--- src/rtl/irq_ctrl_multi.sv ---
// irq_ctrl_multi: NUM_IRQ-source interrupt controller with an AXI4-lite-subset
// configuration port. Each source has its own synchroniser, edge/level
// pending logic and is merged with enable and master enable into intr_o.

// Per-source lane: optional synchroniser, previous-sample flop, pending bit.
module irq_lane #(
  parameter int SYNC_STAGES = 2
) (
  input  logic clk_i,
  input  logic rst_i,
  input  logic irq_i,
  input  logic edge_mode_i,
  input  logic ack_i,
  output logic pending_o
);
  logic s;
  logic p;

  generate
    if (SYNC_STAGES == 0) begin : g_nosync
      assign s = irq_i;
    end else begin : g_sync
      logic [SYNC_STAGES-1:0] sync_q;
      // Shift the raw input through SYNC_STAGES flops.
      always_ff @(posedge clk_i or negedge rst_i) begin
        if (!rst_i) sync_q <= '0;
        else begin
          sync_q[0] <= irq_i;
          for (int i = 1; i < SYNC_STAGES; i++) sync_q[i] <= sync_q[i-1];
        end
      end
      assign s = sync_q[SYNC_STAGES-1];
    end
  endgenerate

  // Track the previous synchronised sample for rising-edge detection.
  always_ff @(posedge clk_i or negedge rst_i) begin
    if (!rst_i) p <= 1'b0;
    else        p <= s;
  end

  // Edge mode: a new rising edge beats a same-cycle ack. Level mode: follow s.
  always_ff @(posedge clk_i or negedge rst_i) begin
    if (!rst_i)             pending_o <= 1'b0;
    else if (edge_mode_i) begin
      if (s & ~p)           pending_o <= 1'b1;
      else if (ack_i)       pending_o <= 1'b0;
    end else                pending_o <= s;
  end
endmodule

module irq_ctrl_multi #(
  parameter int NUM_IRQ     = 8,
  parameter int SYNC_STAGES = 2
) (
  input  logic                clk_i,
  input  logic                rst_i,
  input  logic                cfg_awvalid_i,
  output logic                cfg_awready_o,
  input  logic [31:0]         cfg_awaddr_i,
  input  logic                cfg_wvalid_i,
  output logic                cfg_wready_o,
  input  logic [31:0]         cfg_wdata_i,
  input  logic [3:0]          cfg_wstrb_i,
  output logic                cfg_bvalid_o,
  input  logic                cfg_bready_i,
  output logic [1:0]          cfg_bresp_o,
  input  logic                cfg_arvalid_i,
  output logic                cfg_arready_o,
  input  logic [31:0]         cfg_araddr_i,
  output logic                cfg_rvalid_o,
  input  logic                cfg_rready_i,
  output logic [31:0]         cfg_rdata_o,
  output logic [1:0]          cfg_rresp_o,
  input  logic [NUM_IRQ-1:0]  irq_i,
  output logic                intr_o
);
  localparam logic [7:0] A_ISR = 8'h00, A_IPR = 8'h04, A_IER = 8'h08,
                         A_IAR = 8'h0C, A_SIE = 8'h10, A_CIE = 8'h14,
                         A_IVR = 8'h18, A_MER = 8'h1C, A_ITR = 8'h20;

  logic [NUM_IRQ-1:0] pending, ier, itr, ack, ipr;
  logic               me;
  logic               aw_fire, ar_fire;
  logic [7:0]         waddr, raddr;
  logic [NUM_IRQ-1:0] wbits;
  logic [31:0]        ivr, rd_mux;
  logic               unused_bits;

  function automatic logic [31:0] zx(input logic [NUM_IRQ-1:0] v);
    zx = '0;
    zx[NUM_IRQ-1:0] = v;
  endfunction

  assign waddr = cfg_awaddr_i[7:0];
  assign raddr = cfg_araddr_i[7:0];
  assign wbits = cfg_wdata_i[NUM_IRQ-1:0];
  assign unused_bits = ^{cfg_wstrb_i, cfg_awaddr_i[31:8], cfg_araddr_i[31:8], cfg_wdata_i};

  // A pending read blocks the write channel so reads always win.
  assign cfg_arready_o = ~cfg_rvalid_o;
  assign cfg_awready_o = ~cfg_bvalid_o & ~cfg_arvalid_i;
  assign cfg_wready_o  = cfg_awready_o;
  assign cfg_bresp_o   = 2'b00;
  assign cfg_rresp_o   = 2'b00;

  assign aw_fire = cfg_awvalid_i & cfg_wvalid_i & cfg_awready_o;
  assign ar_fire = cfg_arvalid_i & cfg_arready_o;
  assign ack     = (aw_fire && waddr == A_IAR) ? wbits : '0;
  assign ipr     = pending & ier;

  generate
    for (genvar n = 0; n < NUM_IRQ; n++) begin : g_lane
      irq_lane #(.SYNC_STAGES(SYNC_STAGES)) u_lane (
        .clk_i       (clk_i),
        .rst_i       (rst_i),
        .irq_i       (irq_i[n]),
        .edge_mode_i (itr[n]),
        .ack_i       (ack[n]),
        .pending_o   (pending[n])
      );
    end
  endgenerate

  // Configuration register writes on the write-accept edge.
  always_ff @(posedge clk_i or negedge rst_i) begin
    if (!rst_i) begin
      ier <= '0;
      itr <= '0;
      me  <= 1'b0;
    end else if (aw_fire) begin
      case (waddr)
        A_IER:   ier <= wbits;
        A_SIE:   ier <= ier | wbits;
        A_CIE:   ier <= ier & ~wbits;
        A_MER:   me  <= cfg_wdata_i[0];
        A_ITR:   itr <= wbits;
        default: ;
      endcase
    end
  end

  // Write response: raised on accept, held until bready.
  always_ff @(posedge clk_i or negedge rst_i) begin
    if (!rst_i)            cfg_bvalid_o <= 1'b0;
    else if (aw_fire)      cfg_bvalid_o <= 1'b1;
    else if (cfg_bready_i) cfg_bvalid_o <= 1'b0;
  end

  // Lowest-numbered active source, or all-ones when nothing is active.
  always_comb begin
    ivr = '1;
    for (int n = NUM_IRQ - 1; n >= 0; n--)
      if (ipr[n]) ivr = 32'(n);
  end

  // Read mux over pre-edge register state.
  always_comb begin
    rd_mux = '0;
    case (raddr)
      A_ISR:   rd_mux = zx(pending);
      A_IPR:   rd_mux = zx(ipr);
      A_IER:   rd_mux = zx(ier);
      A_IVR:   rd_mux = ivr;
      A_MER:   rd_mux = {31'b0, me};
      A_ITR:   rd_mux = zx(itr);
      default: rd_mux = '0;
    endcase
  end

  // Read response: data captured on accept, held stable until rready.
  always_ff @(posedge clk_i or negedge rst_i) begin
    if (!rst_i) begin
      cfg_rvalid_o <= 1'b0;
      cfg_rdata_o  <= '0;
    end else if (ar_fire) begin
      cfg_rvalid_o <= 1'b1;
      cfg_rdata_o  <= rd_mux;
    end else if (cfg_rready_i) begin
      cfg_rvalid_o <= 1'b0;
    end
  end

  // Registered CPU interrupt line.
  always_ff @(posedge clk_i or negedge rst_i) begin
    if (!rst_i) intr_o <= 1'b0;
    else        intr_o <= me & |ipr;
  end
endmodule

--- config.mk ---
export PLATFORM = sky130hd
export DESIGN_NAME = irq_ctrl_multi
export DESIGN_NICKNAME = d
export VERILOG_FILES = /design/src/rtl/irq_ctrl_multi.sv
export SDC_FILE = /design/constraint.sdc
export NUM_CORES = 1
export LEC_CHECK = 0
export BUFFER_PORTS_ARGS = -buffer_cell sky130_fd_sc_hd__buf_2
export CORE_ASPECT_RATIO = 1.25
export CORE_MARGIN = 5
export CORE_UTILIZATION = 40
export DETAILED_ROUTE_END_ITERATION = 8
export GPL_ROUTABILITY_DRIVEN = 0
export PLACE_DENSITY = 0.87
export SYNTH_ARGS = -nofsm -noshare
export SYNTH_HDL_FRONTEND = slang
export SYNTH_SLANG_ARGS = --single-unit
--- constraint.sdc ---
create_clock -name clk_i -period 1.5 [get_ports clk_i]
set_input_delay 0.3 -clock clk_i [delete_from_list [all_inputs] [get_ports clk_i]]
set_output_delay 0.3 -clock clk_i [all_outputs]
set_load 0.01 [all_outputs]
; Word-level counts from Yosys, hierarchy flattened
; Index checks and enable logic that the tools add are counted.
[classes]
n_eq_ne = 19
n_addsub = 0
mul = 0
bitwise_logic = 28
n_div = 0
n_shift = 0
reduce_logical = 9
order_cmp = 0
n_mux = 39
[op_table]
columns = op, count
row1 = 32-bit 2-to-1 mux, 8
row2 = 32-bit case mux with 6 select lines, 1
row3 = 8-bit by 5-bit equality test with 1-bit output (second input constant), 5
row4 = 1-bit 2-to-1 mux, 28
row5 = 8-bit by 4-bit equality test with 1-bit output (second input constant), 3
row6 = 3-bit by 1-bit != test with 1-bit output (second input constant), 8
row7 = 8-bit case mux with 3 select lines, 1
row8 = 8-bit AND, 2
row9 = 8-bit by 6-bit equality test with 1-bit output (second input constant), 2
row10 = 1-bit AND, 13
row11 = 1-bit NOT, 11
row12 = 8-bit by 3-bit equality test with 1-bit output (second input constant), 1
row13 = 8-bit logical NOT, 1
row14 = 8-bit 2-to-1 mux, 1
row15 = 8-bit NOT, 1
row16 = 8-bit OR, 1
row17 = 8-bit OR reduction, 1
row18 = 2-bit AND reduction, 3
row19 = 2-bit nonzero test, 2
row20 = 3-bit nonzero test, 1
row21 = 1-bit logical AND, 1
[totals]
inputBits = 115
ff_bits = 84
output_inout_bits = 42
latchBits = 0
word_cells = 126
rom_bits = 0
ram_bits = 0
n_memories = 0

; Logic depth before layout (Yosys ltp)
[depth]
depth_word = 10
mapped_depth = 7
ltp_nobuf = 5

; Modules after synthesis
; A second synthesis with hierarchy kept.
[hier_totals]
cells_unflattened = 277
hier_area_um2 = 2976.6
[modules_own_cells]
columns = mod, cells_per_inst, seq_area_each_um2, n_inst, area_each_um2
row1 = irq_ctrl_multi, 221, 725.7, 1, 2035.7
row2 = irq_lane, 7, 100.1, 8, 117.6

; Worst setup path after synthesis
; No wires, ideal clock.
[synth_timing]
path_type = register to register
from = register cfg_bvalid_o
to = register ier[7]
slack_ps = -109
arrival_time_ps = 1488
setup_ps = 121
required_time_ps = 1379
period_less_slack_ps = 1609
path_stages_with_launch = 6
cell_sequence = dfrtp_1 -> and4bb_2 -> nand3b_2 -> nor2_1 -> o21ai_0 -> a22o_1
[synth_between]
elab_chain_cells = 4
[synth_rtl]
columns = item, line
row1 = "start, declared", 65  ; output logic cfg_bvalid_o,
row2 = "start signal, assigned", 145  ; if (!rst_i) cfg_bvalid_o <= 1'b0;
row3 = "start signal, assigned", 146  ; else if (aw_fire) cfg_bvalid_o <= 1'b1;
row4 = "start signal, assigned", 147  ; else if (cfg_bready_i) cfg_bvalid_o <= 1'b0;
row5 = 1-bit NOT, 102  ; assign cfg_awready_o = ~cfg_bvalid_o & ~cfg_arvalid_i;
row6 = 1-bit AND, 102
row7 = 1-bit AND, 107  ; assign aw_fire = cfg_awvalid_i & cfg_wvalid_i & cfg_awready_o;
row8 = 2-bit AND reduction (no source line), --
row9 = "end signal, assigned", 133  ; A_IER: ier <= wbits;
row10 = "end signal, assigned", 134  ; A_SIE: ier <= ier | wbits;
row11 = "end signal, assigned", 135  ; A_CIE: ier <= ier & ~wbits;
row12 = "end, declared", 82  ; logic [NUM_IRQ-1:0] pending, ier, itr, ack, ipr;
; No other way between the ends.
; A chain may end at the register's enable or synchronous reset.

; Worst setup path in the final report
[layout_timing]
from = register cfg_bvalid_o
to = register g_lane[2].u_lane.pending_o
[layout_between]
elab_chain_cells = 6
[layout_rtl]
columns = item, line
row1 = 1-bit NOT, 102
row2 = 1-bit AND, 102
row3 = 1-bit AND, 107
row4 = 1-bit logical AND, 109  ; assign ack = (aw_fire && waddr == A_IAR) ? wbits : '0;
row5 = 8-bit 2-to-1 mux, 109
row6 = 3-bit by 1-bit != test with 1-bit output (no source line), --
row7 = "end signal, assigned", 48  ; end else pending_o <= s;
row8 = "end, declared", 14  ; output logic pending_o
; No other way between the ends.

==> reports/qor.log <==
qor: critical_path.timing.critical_path.cells and4bb_2 > nand3b_4 > nor3_4 > buf_12 > nand2_1 > a32o_1
qor: detailed_routing.initial_detailed_routing_violation_count 216
qor: layout.fin_cells 440
qor: logic_synthesis.synth_ff_type dfrtp_1
qor: logic_synthesis.fraction_of_post_synthesis_cell_area_in_the_top_cell_type_by_area 54.0%
qor: power_and_ir_drop.irDropWorstVdd 0.511 mV
qor: power_and_ir_drop.total_leakage_power 1.77 nW
qor: logic_synthesis.synth_seq_area_share 54.0%
qor: global_route.pin_count_of_the_biggest_net_entering_global_routing 62
qor: detailed_routing.antenna_left 0
qor: critical_path.crit_required 1.71 ns
qor: critical_path.crit_slowest_cell dfrtp_1
qor: global_route.grt_pass1_vias 2359
qor: placed_design.detailedPlacementHpwl 4960 um
qor: detailed_routing.routedWlPerCell 15.3 um
qor: floorplan.die_w 85.2 um
qor: logic_synthesis.synth.ff_latch_count 61
qor: detailed_routing.drt-vias-per-instance 5.26
qor: detailed_routing.routed-wl-met2 3400 um
qor: sta.finalSetupTns -1.18 ns
qor: critical_path.critical_register_to_register_path_startpoint cfg_bvalid_o$_DFFE_PN0P_
qor: sta.worst_hold_margin 0.0714 ns
qor: critical_path.worst-path-max-fanout 8
qor: clock_network.clock_sinks 61
qor: clock_network.numCtsBuffers 9
qor: logic_synthesis.synthesis.instances 258
qor: logic_synthesis.distinct_cell_type_count_of_the_synthesized_netlist 43
qor: logic_synthesis.synth.cell_area 2830 um^2
qor: logic_synthesis.asyncSetResetFlopFracSynth 100%
qor: critical_path.worst_setup_path_start_kind flip-flop
qor: detailed_routing.top_metal_layer_carrying_routed_signals met5
qor: sta.rsz0062_at_grt yes
qor: critical_path.reg2regPathDepth 6
qor: power_and_ir_drop.powerDensity 964 nW/um^2
qor: layout.final_layout_size_suffix_gt1_share 42.0%
qor: critical_path.timing.critical_path.from cfg_bvalid_o$_DFFE_PN0P_
qor: global_route.global_route.overflow_total 0
qor: layout.final_net_count 461
qor: placed_design.detailed_place.area 3330 um^2
qor: sta.finalWorstPathRequiredPeriod 1.60 ns
qor: outcome.run_status complete, but fails checks
qor: floorplan.design.portCount 157
qor: sta.timing.final.crit_share 107%
qor: critical_path.setup.reg_to_reg.worst_slack -0.10 ns
qor: logic_synthesis.yosysMostFrequentCell dfrtp_1
qor: floorplan.core.rowCount 34
qor: layout.fillers 611
qor: clock_network.clock-root-buffer clkbuf_8
qor: run.maxCapViolations 0
qor: detailed_routing.dr_wl_met3 646 um
qor: clock_network.cts.htree.levels 3
qor: clock_network.cts.clk_slew.worst_paths 0.07 ns
qor: critical_path.critical_path.endpoint_type flip-flop
qor: detailed_routing.postRouteWirelength 6740 um
qor: logic_synthesis.synth_largest_area_cell dfrtp_1
qor: sta.report.final.setup_viol 16
qor: clock_network.max-clock-path-buffers 2
qor: floorplan.floorplan.core_area 6930 um^2
qor: sta.hold_viol 0
qor: critical_path.critical_path_class flip-flop to flip-flop
qor: layout.area.growth.synth_to_final 28.9%
qor: sta.clock.fmax 625 MHz
qor: clock_network.clock_tree_from_tritoncts yes
qor: logic_synthesis.synth_edf_count 0
qor: logic_synthesis.ys_top_cells_by_area dfrtp_1, buf_4, o21ai_0
qor: sta.final_max_slew_viol_count 0
qor: detailed_routing.wl_met1 2500 um
qor: critical_path.cp.arrival 1.82 ns
qor: critical_path.critical_path.max_stage_delay 0.38 ns
qor: worst_hold_path.hold_path.class primary input to flip-flop
qor: logic_synthesis.synthesis.yosys.warnings 0
qor: global_route.first_pass_grt_wire_length 11100 um
qor: floorplan.die_h 104 um
qor: detailed_routing.dr_total_vias 2315
qor: floorplan.total_die_area 8860 um^2
qor: outcome.failed_checks setup timing
qor: detailed_routing.post-route-drc-count 0
qor: sta.worst_setup_margin -0.100 ns
qor: logic_synthesis.yosys-top-cells-count dfrtp_1, nand2_1, buf_4, o21ai_0, mux2_2
qor: global_route.antenna_found_initial 1
qor: floorplan.initial_core_utilization 40.8%
qor: critical_path.worstReg2RegEnd g_lane[2].u_lane.pending_o$_DFFE_PN0P_
qor: layout.final_cell_area 3640 um^2
qor: logic_synthesis.avgSynthCellArea 11.0 um^2
qor: detailed_routing.drt-pass1-iter-count 4
qor: placed_design.port_buffers 76
qor: global_route.global_route.usage.total 15.7%
qor: critical_path.cp-endpoint g_lane[2].u_lane.pending_o$_DFFE_PN0P_
qor: sta.final.setup_skew 0.0113 ns
qor: clock_network.clock_insertion_delay_worst_skew 0.34 ns
qor: layout.n_antenna_cell 0
qor: placed_design.post-place-cells 420
-- repair_timing --
item	in CTS	in global routing
setup endpoints to repair	47	33
endpoints found under the hold margin	61	0
buffers inserted	2	3
gates resized for setup	17	11
pin swaps	4	5
hold buffers	1	0
-- registers in the layout, summed over array words and instances (netlist names) --
signal,count
itr,8
cfg_rvalid_o,1
cfg_rdata_o,9
me,1
g_lane.u_lane.g_sync.sync_q,16
g_lane.u_lane.pending_o,8
cfg_bvalid_o,1
g_lane.u_lane.p,8
ier,8
intr_o,1
-- worst min path at each step --
| stage | from | endpoint | slack, ns | cells past startpoint |
|---|---|---|---|---|
| finish | irq_i[7] | g_lane[7].u_lane.g_sync.sync_q[0]$_DFF_PN0_ | 0.07 | 1 |
| global route | irq_i[0] | g_lane[0].u_lane.g_sync.sync_q[0]$_DFF_PN0_ | 0.06 | 1 |
| CTS | irq_i[5] | g_lane[5].u_lane.g_sync.sync_q[0]$_DFF_PN0_ | 0.05 | 1 |
| detailed placement | rst_i | g_lane[6].u_lane.g_sync.sync_q[0]$_DFF_PN0_ | 0.33 | 2 |
| global placement | rst_i | g_lane[6].u_lane.g_sync.sync_q[0]$_DFF_PN0_ | 0.33 | 2 |
| floorplan | rst_i | cfg_bvalid_o$_DFFE_PN0P_ | 0.004 | 0 |
-- worst max-delay path, delay by kind of cell, from the launching register on --
kind / cells / cell delay (ns)
and+or+nand+nor: 4 / 0.72
DFF: 1 / 0.38
AOI/OAI and AO/OA: 1 / 0.21
buffers and inverters: 1 / 0.16
-- logic make-up after synthesis --
| group | after synthesis | synth area share [%] |
|---|---|---|
| and+or+nand+nor | 74 | 14.7 |
| AOI/OAI and AO/OA | 72 | 17.6 |
| DFF | 61 | 54.0 |
| other | 1 | 0.133 |
| buffers and inverters | 38 | 8.85 |
| xor gates and xnor gates | 1 | 0.310 |
| muxes | 11 | 4.34 |
-- metrics by stage --
stage               utilization, %  power, mW  setup slack, ns
detailed placement            48.1       2.08           -0.218
finish                        52.5       3.51           -0.100
floorplan                        -       1.89           -0.102
global placement              48.1       2.06           -0.173
CTS                           51.8       3.55           -0.116
global route                  52.5       3.65           -0.155
-- power by group --
group          switching [mW]  internal, mW  leakage [nW]  total (mW)
Combinational           0.180         0.149         0.892       0.329
Sequential             0.0363          1.70         0.772        1.74
Clock                   0.602         0.842         0.101        1.44
Total                   0.818          2.70          1.77        3.51
-- layer usage --
metal | vias up | track usage (%)
li1 | 1081 | -
met1 | 1110 | 17.3
met2 | 99 | 25.6
met3 | 23 | 5.39
met4 | 2 | 9.62
met5 | - | 0
-- final cells by class --
type / instances / area, um^2 / area share [%]
Clock buffer: 11 / 151 / 4.16
Clock inverter: 4 / 47.5 / 1.30
Inverter: 4 / 15.0 / 0.412
Multi-Input combinational cell: 162 / 1120 / 30.8
Sequential cell: 61 / 1530 / 42.0
Tap cell: 90 / 113 / 3.09
Timing Repair Buffer: 108 / 666 / 18.3
-- placed cells by master (no fill, tap or decap), drive strengths merged, types with 5 or more instances in the layout --
cell type / count
nand2b: 5
a21oi: 8
a22oi: 5
mux2: 10
nand2: 33
buf: 107
nor2: 6
a22o: 8
dfrtp: 61
a32oi: 5
nor2b: 9
clkbuf: 11
o21ai: 26
a32o: 9
Note: power is estimated with default switching activity, not from simulation.
